### config.mk
export PLATFORM = sky130hd
export DESIGN_NAME = sipo_absorb_ctrl
export DESIGN_NICKNAME = d
export VERILOG_FILES = /design/src/rtl/sipo_absorb_ctrl_pkg.sv /design/src/rtl/sipo_absorb_ctrl_sipo.sv /design/src/rtl/sipo_absorb_ctrl.sv
export SDC_FILE = /design/constraint.sdc
export NUM_CORES = 1
export LEC_CHECK = 0
export BUFFER_PORTS_ARGS = -buffer_cell sky130_fd_sc_hd__buf_2
export CAP_MARGIN = 25
export CORE_AREA = 2 2 587 589
export DETAILED_ROUTE_END_ITERATION = 6
export DIE_AREA = 0 0 589 591
export GPL_TIMING_DRIVEN = 0
export SETUP_SLACK_MARGIN = 0.15
export SYNTH_ARGS = -nofsm -noshare
export SYNTH_HDL_FRONTEND = slang
export SYNTH_SLANG_ARGS = --single-unit
### constraint.sdc
create_clock -name clk -period 84.9 [get_ports clk]
set_input_delay 0 -clock clk [delete_from_list [all_inputs] [get_ports clk]]
set_output_delay 0 -clock clk [all_outputs]
set_load 0.01 [all_outputs]
### src/rtl/sipo_absorb_ctrl_pkg.sv
// sipo_absorb_ctrl_pkg: shared Keccak absorb constants and the sequencer state type
package sipo_absorb_ctrl_pkg;
  localparam int SHAKE128_RATE = 1344;
  localparam int SHAKE256_RATE = 1088;
  localparam int WORD_W = 64;
  localparam logic [7:0] DOM_SHAKE = 8'h1F;
  localparam logic [7:0] PAD_END = 8'h80;
  typedef enum logic [1:0] {FILL, PAD, FULL} state_t;
endpackage

### src/rtl/sipo_absorb_ctrl_sipo.sv
// sipo_absorb_ctrl_sipo: n-bit shift-in register, m bits per shift, first word ends at q[m-1:0]
// ports: clk, en (shift enable), din (word in), q (register contents)
module sipo_absorb_ctrl_sipo #(
  parameter int n = 1344,
  parameter int m = 64
) (
  input  logic         clk,
  input  logic         en,
  input  logic [m-1:0] din,
  output logic [n-1:0] q
);
  always_ff @(posedge clk)
    if (en) q <= {din, q[n-1:m]};
endmodule

### src/rtl/sipo_absorb_ctrl.sv
// sipo_absorb_ctrl: SHAKE padding sequencer feeding the rate SIPO and handing blocks to the core
// ports: clk, rst_n; in_* word stream (valid/ready, last, byte count);
//        sipo_en/sipo_data shift interface; blk_valid/blk_last/blk_ready block handshake;
//        blk_data SIPO contents; busy while a message or its padding is in flight
module sipo_absorb_ctrl
  import sipo_absorb_ctrl_pkg::*;
#(
  parameter int N = SHAKE128_RATE,
  parameter int M = WORD_W,
  parameter logic [7:0] DOM = DOM_SHAKE
) (
  input  logic         clk,
  input  logic         rst_n,
  input  logic [M-1:0] in_data,
  input  logic         in_valid,
  input  logic         in_last,
  input  logic [3:0]   in_bytes,
  output logic         in_ready,
  output logic         sipo_en,
  output logic [M-1:0] sipo_data,
  output logic         blk_valid,
  output logic         blk_last,
  input  logic         blk_ready,
  output logic         busy,
  output logic [N-1:0] blk_data
);
  localparam int WORDS = N / M;
  localparam int B = M / 8;
  localparam int CW = $clog2(WORDS);
  state_t state;
  logic [CW-1:0] cnt;
  logic dom_pend, last_q;
  logic top, acc, short_last;
  logic [3:0] k;
  logic [M-1:0] keep, end_bit, last_word, pad_word;
  assign top = cnt == CW'(WORDS - 1);
  assign k = in_bytes > 4'(B) ? 4'(B) : in_bytes;
  assign short_last = in_last && k < 4'(B);
  assign keep = (M'(1) << {k, 3'b0}) - M'(1);
  assign end_bit = M'(PAD_END) << (M - 8);
  // the final rate byte gets 0x80 even when it also carries the domain byte
  assign last_word = (in_data & keep) | (M'(DOM) << {k, 3'b0}) | (top ? end_bit : '0);
  assign pad_word = (dom_pend ? M'(DOM) : '0) | (top ? end_bit : '0);
  assign in_ready = state == FILL;
  assign acc = in_ready && in_valid;
  assign sipo_en = acc || state == PAD;
  assign sipo_data = state == PAD ? pad_word : !acc ? '0 : short_last ? last_word : in_data;
  assign blk_valid = state == FULL;
  assign blk_last = blk_valid && last_q;
  assign busy = state != FILL || cnt != '0;
  always_ff @(posedge clk or negedge rst_n)
    if (!rst_n) begin
      state <= FILL;
      cnt <= '0;
      dom_pend <= 1'b0;
      last_q <= 1'b0;
    end else
      case (state)
        FILL:
          if (acc) begin
            cnt <= top ? cnt : cnt + CW'(1);
            // a full last word leaves the domain byte for a following pad word
            dom_pend <= in_last && !short_last;
            last_q <= top && short_last;
            state <= top ? FULL : in_last ? PAD : FILL;
          end
        PAD: begin
          cnt <= top ? cnt : cnt + CW'(1);
          dom_pend <= 1'b0;
          last_q <= top;
          state <= top ? FULL : PAD;
        end
        FULL:
          if (blk_ready) begin
            cnt <= '0;
            last_q <= 1'b0;
            state <= last_q ? FILL : dom_pend ? PAD : FILL;
          end
        default: state <= FILL;
      endcase
  sipo_absorb_ctrl_sipo #(.n(N), .m(M)) u_sipo (
    .clk(clk),
    .en(sipo_en),
    .din(sipo_data),
    .q(blk_data)
  );
endmodule
# Word level (Yosys, flattened, before mapping)
# Cells that the tools add are included.
# word_totals
register_bits	1353
latch_bits	0
ramBits	0
romBits	0
n_memories	0
out_inout_bits	1413
# op_classes
multipliers	0
n_shift	2
addsub	2
n_div	0
magnitude_cmp	2
bitwise	4
n_reduce_logical	16
eq_ne	5
muxes	23
# op_table
op	n
$mux 64	4
$or 64x64->64	2
$and 64x64->64	1
$or 5x64->64	1
$shl 1x7->64 const A	1
$shl 5x7->64 const A	1
$sub 64x2->64 const B	1
$mux 5	4
$pmux 5 s3	1
$mux 2	4
$mux 1	6
$pmux 2 s3	1
$add 5x1->5 const B	1
$eq 5x5->1 const B	1
$logic_and 1x1->1	5
$reduce_bool 5->1	1
$gt 4x4->1 const B	1
$lt 4x4->1 const B	1
$mux 4	1
$ne 2x1->1 const B	2
$reduce_and 2->1	2
$reduce_bool 2->1	2
$pmux 1 s3	1
$reduce_and 3->1	1
7 further kinds	8

# Longest topological paths before layout
# Gate-level depths: netlist of the first run.
# logic_depth
ltp_word	10
mapped_depth	8

# By module
# A second synthesis of the first run with hierarchy kept.
# unflattened
hier_cells	1551
hier_area_um2	41753.8
# by_module_without_submodules
module	cells_per_inst	n_inst	area_per_inst_um2	seq_area_each_um2
sipo_absorb_ctrl_sipo	1344	1	40358.7	40358.7
sipo_absorb_ctrl	207	1	1395.1	225.2

# Least setup slack after synthesis of the first run
# Ideal clock, no wire load.
# synth_path
path_kind	register to register
from	register state[1]
to	register u_sipo.q[0], enable pin
stages_incl_launch_ff	5
slack_ps	50069
arrival_ps	32856
path_cell_list	dfrtp_1 -> inv_1 -> ha_1 -> clkbuf_1 -> nand2b_1
# synth_between
elab_chain_cells	3
elab_cells_between_ends	4
classes_between	eq/ne (1); reduce/logical (3)
# synth_lines
item	line_no	text
from (decl)	sipo_absorb_ctrl.sv:30	state_t state;
from (signal assigned)	sipo_absorb_ctrl.sv:65	state <= top ? FULL : in_last ? PAD : FILL;
from (signal assigned)	sipo_absorb_ctrl.sv:71	state <= top ? FULL : PAD;
from (signal assigned)	sipo_absorb_ctrl.sv:77	state <= last_q ? FILL : dom_pend ? PAD : FILL;
$logic_not 2->1	sipo_absorb_ctrl.sv:44	assign in_ready = state == FILL;
$logic_and 1x1->1	sipo_absorb_ctrl.sv:45	assign acc = in_ready && in_valid;
$logic_or 1x1->1 *	sipo_absorb_ctrl.sv:46	assign sipo_en = acc || state == PAD;
named net sipo_en	sipo_absorb_ctrl.sv:19	output logic sipo_en,
to (signal assigned)	sipo_absorb_ctrl_sipo.sv:13	if (en) q <= {din, q[n-1:m]};
to (decl)	sipo_absorb_ctrl_sipo.sv:10	output logic [n-1:0] q
# Mark *: on every way through the listed nets, which the timed path passes. The rest lies on a longest branch.
# A chain may end at the register's enable or synchronous reset.

# Worst setup path after layout of the first run
# layout_path
from	register state[1]
to	register u_sipo.q[466], enable pin
# layout_between
elab_chain_cells	3
elab_cells_between_ends	4
classes_between	eq/ne (1); reduce/logical (3)
# layout_lines
item	line_no
$logic_not 2->1	sipo_absorb_ctrl.sv:44
$logic_and 1x1->1	sipo_absorb_ctrl.sv:45
$logic_or 1x1->1 *	sipo_absorb_ctrl.sv:46
# Every way passes the cells marked *; elsewhere a longest branch is shown, timed or not.

==> metrics.cfg, run 1 <==
[outcome]
status = finished clean

[setup_path]
timing.critical_path.required_ps = 85370
critical_path.startpoint_type = flip-flop
worst_setup_path_end_kind = flip-flop
reg2reg_depth = 10
timing.critical_path.fanout_max = 71
regToRegEndpoint = u_sipo.q[466]
worstPathArrival_ps = 4430
reg2reg_slack_ps = 80950
timing.rr.start = state[1]
worst-setup-path-type = reg -> reg

[logic_synthesis]
top_cells_by_instance_count_after_synthesis = sky130_fd_sc_hd__edfxtp_1, sky130_fd_sc_hd__nand2_1, sky130_fd_sc_hd__a21oi_1
simple_gate_fraction_of_synth_area_pct = 1.291
post_synth_xor_area_fraction_pct = 0.02097
ys_ff_latch = 1353
synth_top_cell_area_share_pct = 96.62
synth-edff-count = 1344
synthesis.nets = 1628
synth.mux.area_fraction_pct = 0
synth_compound_area_share_pct = 1.060
synth_top_family_by_area = simple AND/OR/NAND/NOR gates
synth.avg_cell_area_um2 = 26.98
synth_fa_ha_area_share_pct = 0.2097
seq_total_area_yosys_pct = 97.16
synth.top_cells.by_area = sky130_fd_sc_hd__edfxtp_1, sky130_fd_sc_hd__dfrtp_1, sky130_fd_sc_hd__o21a_1, sky130_fd_sc_hd__and3_1, sky130_fd_sc_hd__nand2_1
syn_inst = 1548
mappedNetlistArea_mm2 = 0.04177
yosys_warnings = 0
most_frequent_cell_after_synthesis = sky130_fd_sc_hd__edfxtp_1
synth_ff_type = sky130_fd_sc_hd__edfxtp_1
synth-async-reset-ratio_pct = 0.6652
synth_top_cell_by_area = sky130_fd_sc_hd__edfxtp_1
distinct_cell_type_count_after_synthesis = 40

[finish]
stdcell_count = 8077
multi_input_comb_area_mm2 = 0.001094
share_of_layout_cells_above_drive_strength_1_pct = 50.90
fill_cells = 36540
finish.net_count = 3438
area.growth.synth_to_final_pct = 49.38
ff_latch_area_mm2 = 0.04058

[clock_network]
tritoncts_clock_tree = built
clock-root-buffer = sky130_fd_sc_hd__clkbuf_16
cts_htree_levels = 4
clock_path_buffers = 4
clk_latency_ps = 860
cts_inserted_buffers = 163
cts_sinks = 1353
clk_transition_reported_paths_ps = 60

[sta]
hold_viol = 0
fmax_ghz = 0.2530
timing.final.crit_share_pct = 4.656
worst_slew_margin_rel_pct = 41.63
finalCriticalPeriod_ps = 3953
timing.final.max_slew_violations = 0
finalClockSkew_ps = 68.47
timing_worst_slew_pin_value_ps = 875.6
grt_setup_unrepaired = false
finalSetupViolCount = 0
setup-tns-final_ps = 0

[power_and_ir_drop]
leakage_power_nw = 23.80
p_per_area_mw_per_mm2 = 54.40
p_comb_share_pct = 27.8
p_sw_share_pct = 42.17
p_int_mw = 1.963
ir_worst_vdd_v = 0.00004269
sequential_share_of_power_pct = 51.0
power.total_mw = 3.395
switching_power_mw = 1.431
clock_power_share_pct = 21.2

[route]
route.final.wire_length_mm = 258.2
highest-signal-layer = met4
routed_via_count_divided_by_cell_count = 3.156
wl_met3_mm = 27.88
route.detailed.wl_per_inst_um = 31.97
drtIter0Drc = 2678
routed-wl-met2_mm = 107.8
dr.pass1.iters = 6
m1WireLength_mm = 107.8
drt.antenna.violating_nets = 0
vias = 25490
post-route-drc-count = 0

[place]
placement.io_buffers = 1484
cell_total_after_placement = 7617
gpl.final_weighted_congestion = 0.9296
place_hpwl_mm = 215.4

[floorplanning]
die_footprint_mm2 = 0.3481
fp.dieH_um = 591
std_cell_rows = 215
dieWidth_um = 589
io_pins = 1486
start_util_pct = 12.22
core_mm2 = 0.3419

[global_routing]
grt_antenna_before_repair = 47
globalRoute.totalOverflow = 0
grt_pass1_vias = 24510
globalRouteTotalUtil_pct = 14.14
grt_max_degree = 82
wire_length_of_the_first_global_routing_pass_mm = 308.3

[job]
maxCapViolations = 0

[min_path]
worst_hold_path.num_cells = 4
timing.hold.worst.start = in_bytes[0]
timing.hold.worst_endpoint = u_sipo.q[1336]
hp-class = in -> reg

logic make-up (layout without fill, tap and decap cells):
kind of cell | count (synthesis) | in the layout
flops | 1353 | 1353
simple gates | 101 | 101
compound gates | 67 | 67
buf+inv | 19 | 1954
fa+ha+maj | 7 | 7
xor+xnor | 1 | 1
other cells | 0 | 37
flip-flops by register name, indices dropped and copies added, names as in the netlist:
signal / cells
u_sipo.q: 1344
state: 2
cnt: 5
last_q: 1
dom_pend: 1
final cells by class:
type | instances | share of cell area [%]
diodes | 37 | 0.1484
plain buffers | 13 | 0.1344
clock buffers | 194 | 6.724
clock inverters | 96 | 1.861
inverters | 6 | 0.03610
multi-input cells | 176 | 1.753
flip-flops and latches | 1353 | 65.04
well taps | 4557 | 9.138
repair buffers | 1645 | 15.16
critical path: stages, from the launching register on:
cell                       delay (ps)
sky130_fd_sc_hd__dfrtp_1          430
sky130_fd_sc_hd__inv_1            130
sky130_fd_sc_hd__ha_1             150
sky130_fd_sc_hd__clkbuf_1         300
sky130_fd_sc_hd__nand2b_4         310
sky130_fd_sc_hd__buf_16           320
sky130_fd_sc_hd__buf_16           370
sky130_fd_sc_hd__buf_16           340
sky130_fd_sc_hd__buf_16           250
sky130_fd_sc_hd__buf_16           340
sky130_fd_sc_hd__buf_16           330
layer usage:
metal / track usage (%) / vias up
li1: - / 9974
met1: 17.86 / 13010
met2: 20.50 / 2027
met3: 5.882 / 478
met4: 7.292 / 0
met5: 0.02706 / -
per-stage QoR:
step	cell area [um2]	hold slack [ps]	utilization [%]	worst slack (ps)
after global placement	54900	-144.5	16.06	33280
after floorplan	41770	-295.6	-	50070
after global routing	62300	23.91	18.22	80740
final	62390	60.55	18.25	80950
after detailed placement	55610	-134.4	16.27	81000
after CTS	62300	7.308	18.22	80900
cell usage in the layout, fill, tap and decap left out, drive strengths merged, types with 3 or more instances in the layout:
master	instances
a21oi	21
a22o	3
and2	7
and3	18
buf	1521
bufinv	17
clkbuf	198
clkinv	49
clkinvlp	9
dfrtp	9
diode	37
dlygate4sd3	133
edfxtp	1344
ha	7
inv	27
nand2	27
nand2b	6
nand3	8
nor2	22
o21a	18
o21ai	13
o31ai	3
o41ai	3
power by group through the flow:
stage                     clock network [mW]  registers [mW]  logic [mW]
after floorplan                            0            2.17       0.118
after global routing                   0.766            1.78       0.992
after CTS                              0.747            1.75       0.968
after detailed placement                   0            1.75       0.959
final                                  0.720            1.73       0.944
after global placement                     0            2.55       0.919
what timing repair did:
action                                 in CTS  in global routing
buffers inserted                            0                  0
endpoints found under the hold margin     210                  0
gates resized for setup                     0                  0
hold buffers                              133                  0
how the worst max path moves through the flow:
| stage | startpoint | to | cells after the start |
|---|---|---|---|
| 2_1_floorplan | state[1] | u_sipo.q[0] | 4 |
| 3_3_place_gp | state[1] | sipo_en | 5 |
| 3_5_place_dp | state[1] | u_sipo.q[134] | 10 |
| 4_1_cts | state[1] | sipo_en | 9 |
| 5_1_grt | state[1] | sipo_en | 9 |
| 6_report | state[1] | u_sipo.q[466] | 10 |
Note: power is estimated with default switching activity, not from simulation.
==> inputs of run 2 (changes only) <==
Settings changed: CORE_AREA 2 2 587 589 to 2 2 577 579, DIE_AREA 0 0 589 591 to 0 0 579 581.
Clock period 84.9 ns to 3.5 ns, I/O delays scaled along.
==> run 2 against run 1 <==
  * Critical path depth rose by 1
  * Hold slack improved by 32 ps
  * Flip-flop and latch count unchanged
  * First-iteration DRC count fell by 3.2%
  * Sequential share of layout area fell by 0.28 points
  * Largest cell class unchanged
  * Largest power group unchanged
  * Highest routed layer is now met5
==> metrics.cfg, run 2 (synthesis results as in run 1) <==
[power_and_ir_drop]
p_per_area_mw_per_mm2 = 1321  ; was 54.40 mW/mm2
ir_worst_vdd_v = 0.0007851  ; was 0.00004269 V
leakage_power_nw = 24.12  ; was 23.80 nW
power.total_mw = 82.80  ; was 3.395 mW

[route]
route.detailed.wl_per_inst_um = 32.51  ; was 31.97 um
drt.antenna.violating_nets = 0  ; unchanged
routed_via_count_divided_by_cell_count = 3.264  ; was 3.156
drtIter0Drc = 2592  ; was 2678
vias = 25810  ; was 25490
post-route-drc-count = 0  ; unchanged
route.final.wire_length_mm = 257.1  ; was 258.2 mm
dr.pass1.iters = 7  ; was 6

[clock_network]
clk_transition_reported_paths_ps = 60  ; about the same
tritoncts_clock_tree = built  ; unchanged
cts_htree_levels = 4  ; unchanged
clock-root-buffer = sky130_fd_sc_hd__clkbuf_16  ; unchanged
clk_latency_ps = 880  ; was 860 ps
clock_path_buffers = 4  ; unchanged
cts_inserted_buffers = 162  ; was 163
cts_sinks = 1353  ; unchanged

[sta]
grt_setup_unrepaired = false  ; unchanged
timing.final.max_slew_violations = 0  ; unchanged
worst_slew_margin_rel_pct = 31.92  ; was 41.63%
finalCriticalPeriod_ps = 3170  ; was 3953 ps
timing.final.crit_share_pct = 90.58  ; was 4.656%
timing_worst_slew_pin_value_ps = 1021  ; was 875.6 ps
finalClockSkew_ps = 87.18  ; was 68.47 ps
finalSetupViolCount = 0  ; unchanged
hold_viol = 0  ; unchanged
fmax_ghz = 0.3154  ; was 0.2530 GHz

[finish]
share_of_layout_cells_above_drive_strength_1_pct = 51.36  ; was 50.90%
regMostFlops = u_sipo.q  ; unchanged
mostFrequentLayoutCell = sky130_fd_sc_hd__buf_2  ; unchanged
stdcell_count = 7907  ; was 8077
final_core_utilization_pct = 19.01  ; was 18.25%
leading_registers_by_flop_count = u_sipo.q (1344), cnt (5), state (2)  ; unchanged
finish.net_count = 3465  ; was 3438
largest_reg_flops = 1344  ; unchanged
area.growth.synth_to_final_pct = 50.03  ; was 49.38%
layout.cells.most_common_list = sky130_fd_sc_hd__buf_2, sky130_fd_sc_hd__edfxtp_1, sky130_fd_sc_hd__clkbuf_16  ; unchanged

[floorplanning]
die_footprint_mm2 = 0.3364  ; was 0.3481 mm2
dieWidth_um = 579  ; was 589 um
fp.dieH_um = 581  ; was 591 um
io_pins = 1486  ; unchanged
start_util_pct = 12.67  ; was 12.22%
core_mm2 = 0.3297  ; was 0.3419 mm2
std_cell_rows = 211  ; was 215

[job]
maxCapViolations = 0  ; unchanged

[setup_path]
critical_path.startpoint_type = flip-flop  ; unchanged
reg2reg_depth = 11  ; was 10
reg2reg_slack_ps = 330  ; was 80950 ps
worstPathArrival_ps = 3650  ; was 4430 ps
timing.rr.start = state[1]  ; unchanged
regToRegEndpoint = u_sipo.q[154]  ; was u_sipo.q[466]
timing.critical_path.fanout_max = 48  ; was 71
worst_setup_path_end_kind = flip-flop  ; unchanged
worst-setup-path-type = reg -> reg  ; unchanged
timing.critical_path.required_ps = 3980  ; was 85370 ps

[global_routing]
grt_antenna_before_repair = 47  ; unchanged
met2_usage_pct = 20.76  ; was 20.50%
globalRouteTotalUtil_pct = 14.56  ; was 14.14%
grt_pass1_vias = 24990  ; was 24510
grt_use_met3_pct = 5.422  ; was 5.882%
gr-max-usage-layer = met2  ; unchanged
wire_length_of_the_first_global_routing_pass_mm = 307.6  ; was 308.3 mm
globalRoute.totalOverflow = 0  ; unchanged
grt_max_degree = 79  ; was 82
grt_util_met1_pct = 18.98  ; was 17.86%

[place]
placement.io_buffers = 1484  ; unchanged
cell_total_after_placement = 7425  ; was 7617
gpl.final_weighted_congestion = 0.9526  ; was 0.9296
place_hpwl_mm = 210.9  ; was 215.4 mm

[min_path]
timing.hold.worst.start = in_bytes[3]  ; was in_bytes[0]
hp-class = in -> reg  ; unchanged
timing.hold.worst_endpoint = u_sipo.q[1288]  ; was u_sipo.q[1336]
worst_hold_path.num_cells = 7  ; was 4

[outcome]
status = finished clean  ; unchanged

run 2: how the worst max path moves through the flow:
stage	end	slack (ps)	from	cells past startpoint
floorplan	u_sipo.q[0]	-7140	state[1]	4
CTS	sipo_data[8]	120	state[1]	8
detailed placement	u_sipo.q[402]	-1440	state[1]	12
finish	u_sipo.q[154]	330	state[1]	11
global placement	sipo_en	-11960	state[1]	5
global route	u_sipo.q[154]	170	state[1]	11
run 2: where the power goes:
group | switching [mW] | internal [mW] | total (mW)
Combinational | 16.6 | 7.53 | 24.1
Clock | 7.37 | 9.20 | 16.6
Sequential | 11.0 | 31.2 | 42.1
Total | 34.9 | 47.9 | 82.8
run 2: critical path: stages (launching register included):
cell and delay, ps:
sky130_fd_sc_hd__dfrtp_1 440, sky130_fd_sc_hd__inv_2 110, sky130_fd_sc_hd__ha_1 160, sky130_fd_sc_hd__clkbuf_8 180, sky130_fd_sc_hd__nand2b_4 240, sky130_fd_sc_hd__buf_16 200
sky130_fd_sc_hd__buf_16 170, sky130_fd_sc_hd__buf_16 210, sky130_fd_sc_hd__buf_16 210, sky130_fd_sc_hd__buf_16 230, sky130_fd_sc_hd__buf_16 250, sky130_fd_sc_hd__buf_12 280
run 2: cell type report:
type                            count  area [um2]
Sequential cell                  1353       40580
Buffer                             13       93.84
Inverter                            6       22.52
Tap cell                         4366        5463
Clock inverter                     95       868.3
Antenna cell                       36       90.09
Clock buffer                      189        4219
Fill cell                       35000      267100
Timing Repair Buffer             1671       10190
Multi-Input combinational cell    178        1137
run 2: what timing repair did:
action,in CTS,in global routing
hold endpoints to repair,139,0
buffers inserted,5,0
endpoints found under the setup margin,752,157
hold buffers,132,0
pin swaps,2,0
gates resized for setup,6,1
gates cloned,18,7
run 2: metrics by stage:
| stage | hold WS, ps | instance area, um2 | setup slack [ps] | setup TNS, ps |
|---|---|---|---|---|
| global placement | -143.9 | 54690 | -11960 | - |
| CTS | 0.2760 | 62400 | 122.9 | 0 |
| finish | 92.08 | 62670 | 329.5 | 0 |
| detailed placement | -127.7 | 55370 | -1442 | -359030 |
| floorplan | -295.6 | 41800 | -7141 | -9603310 |
| global route | 36.36 | 62580 | 172.1 | 0 |
run 2: routing by layer:
metal  part of all wire, %  routed length [um]
met1                    43              110000
met2                    41              105700
met3                    10               26500
met4                   5.6               14500
met5                  0.13                 326
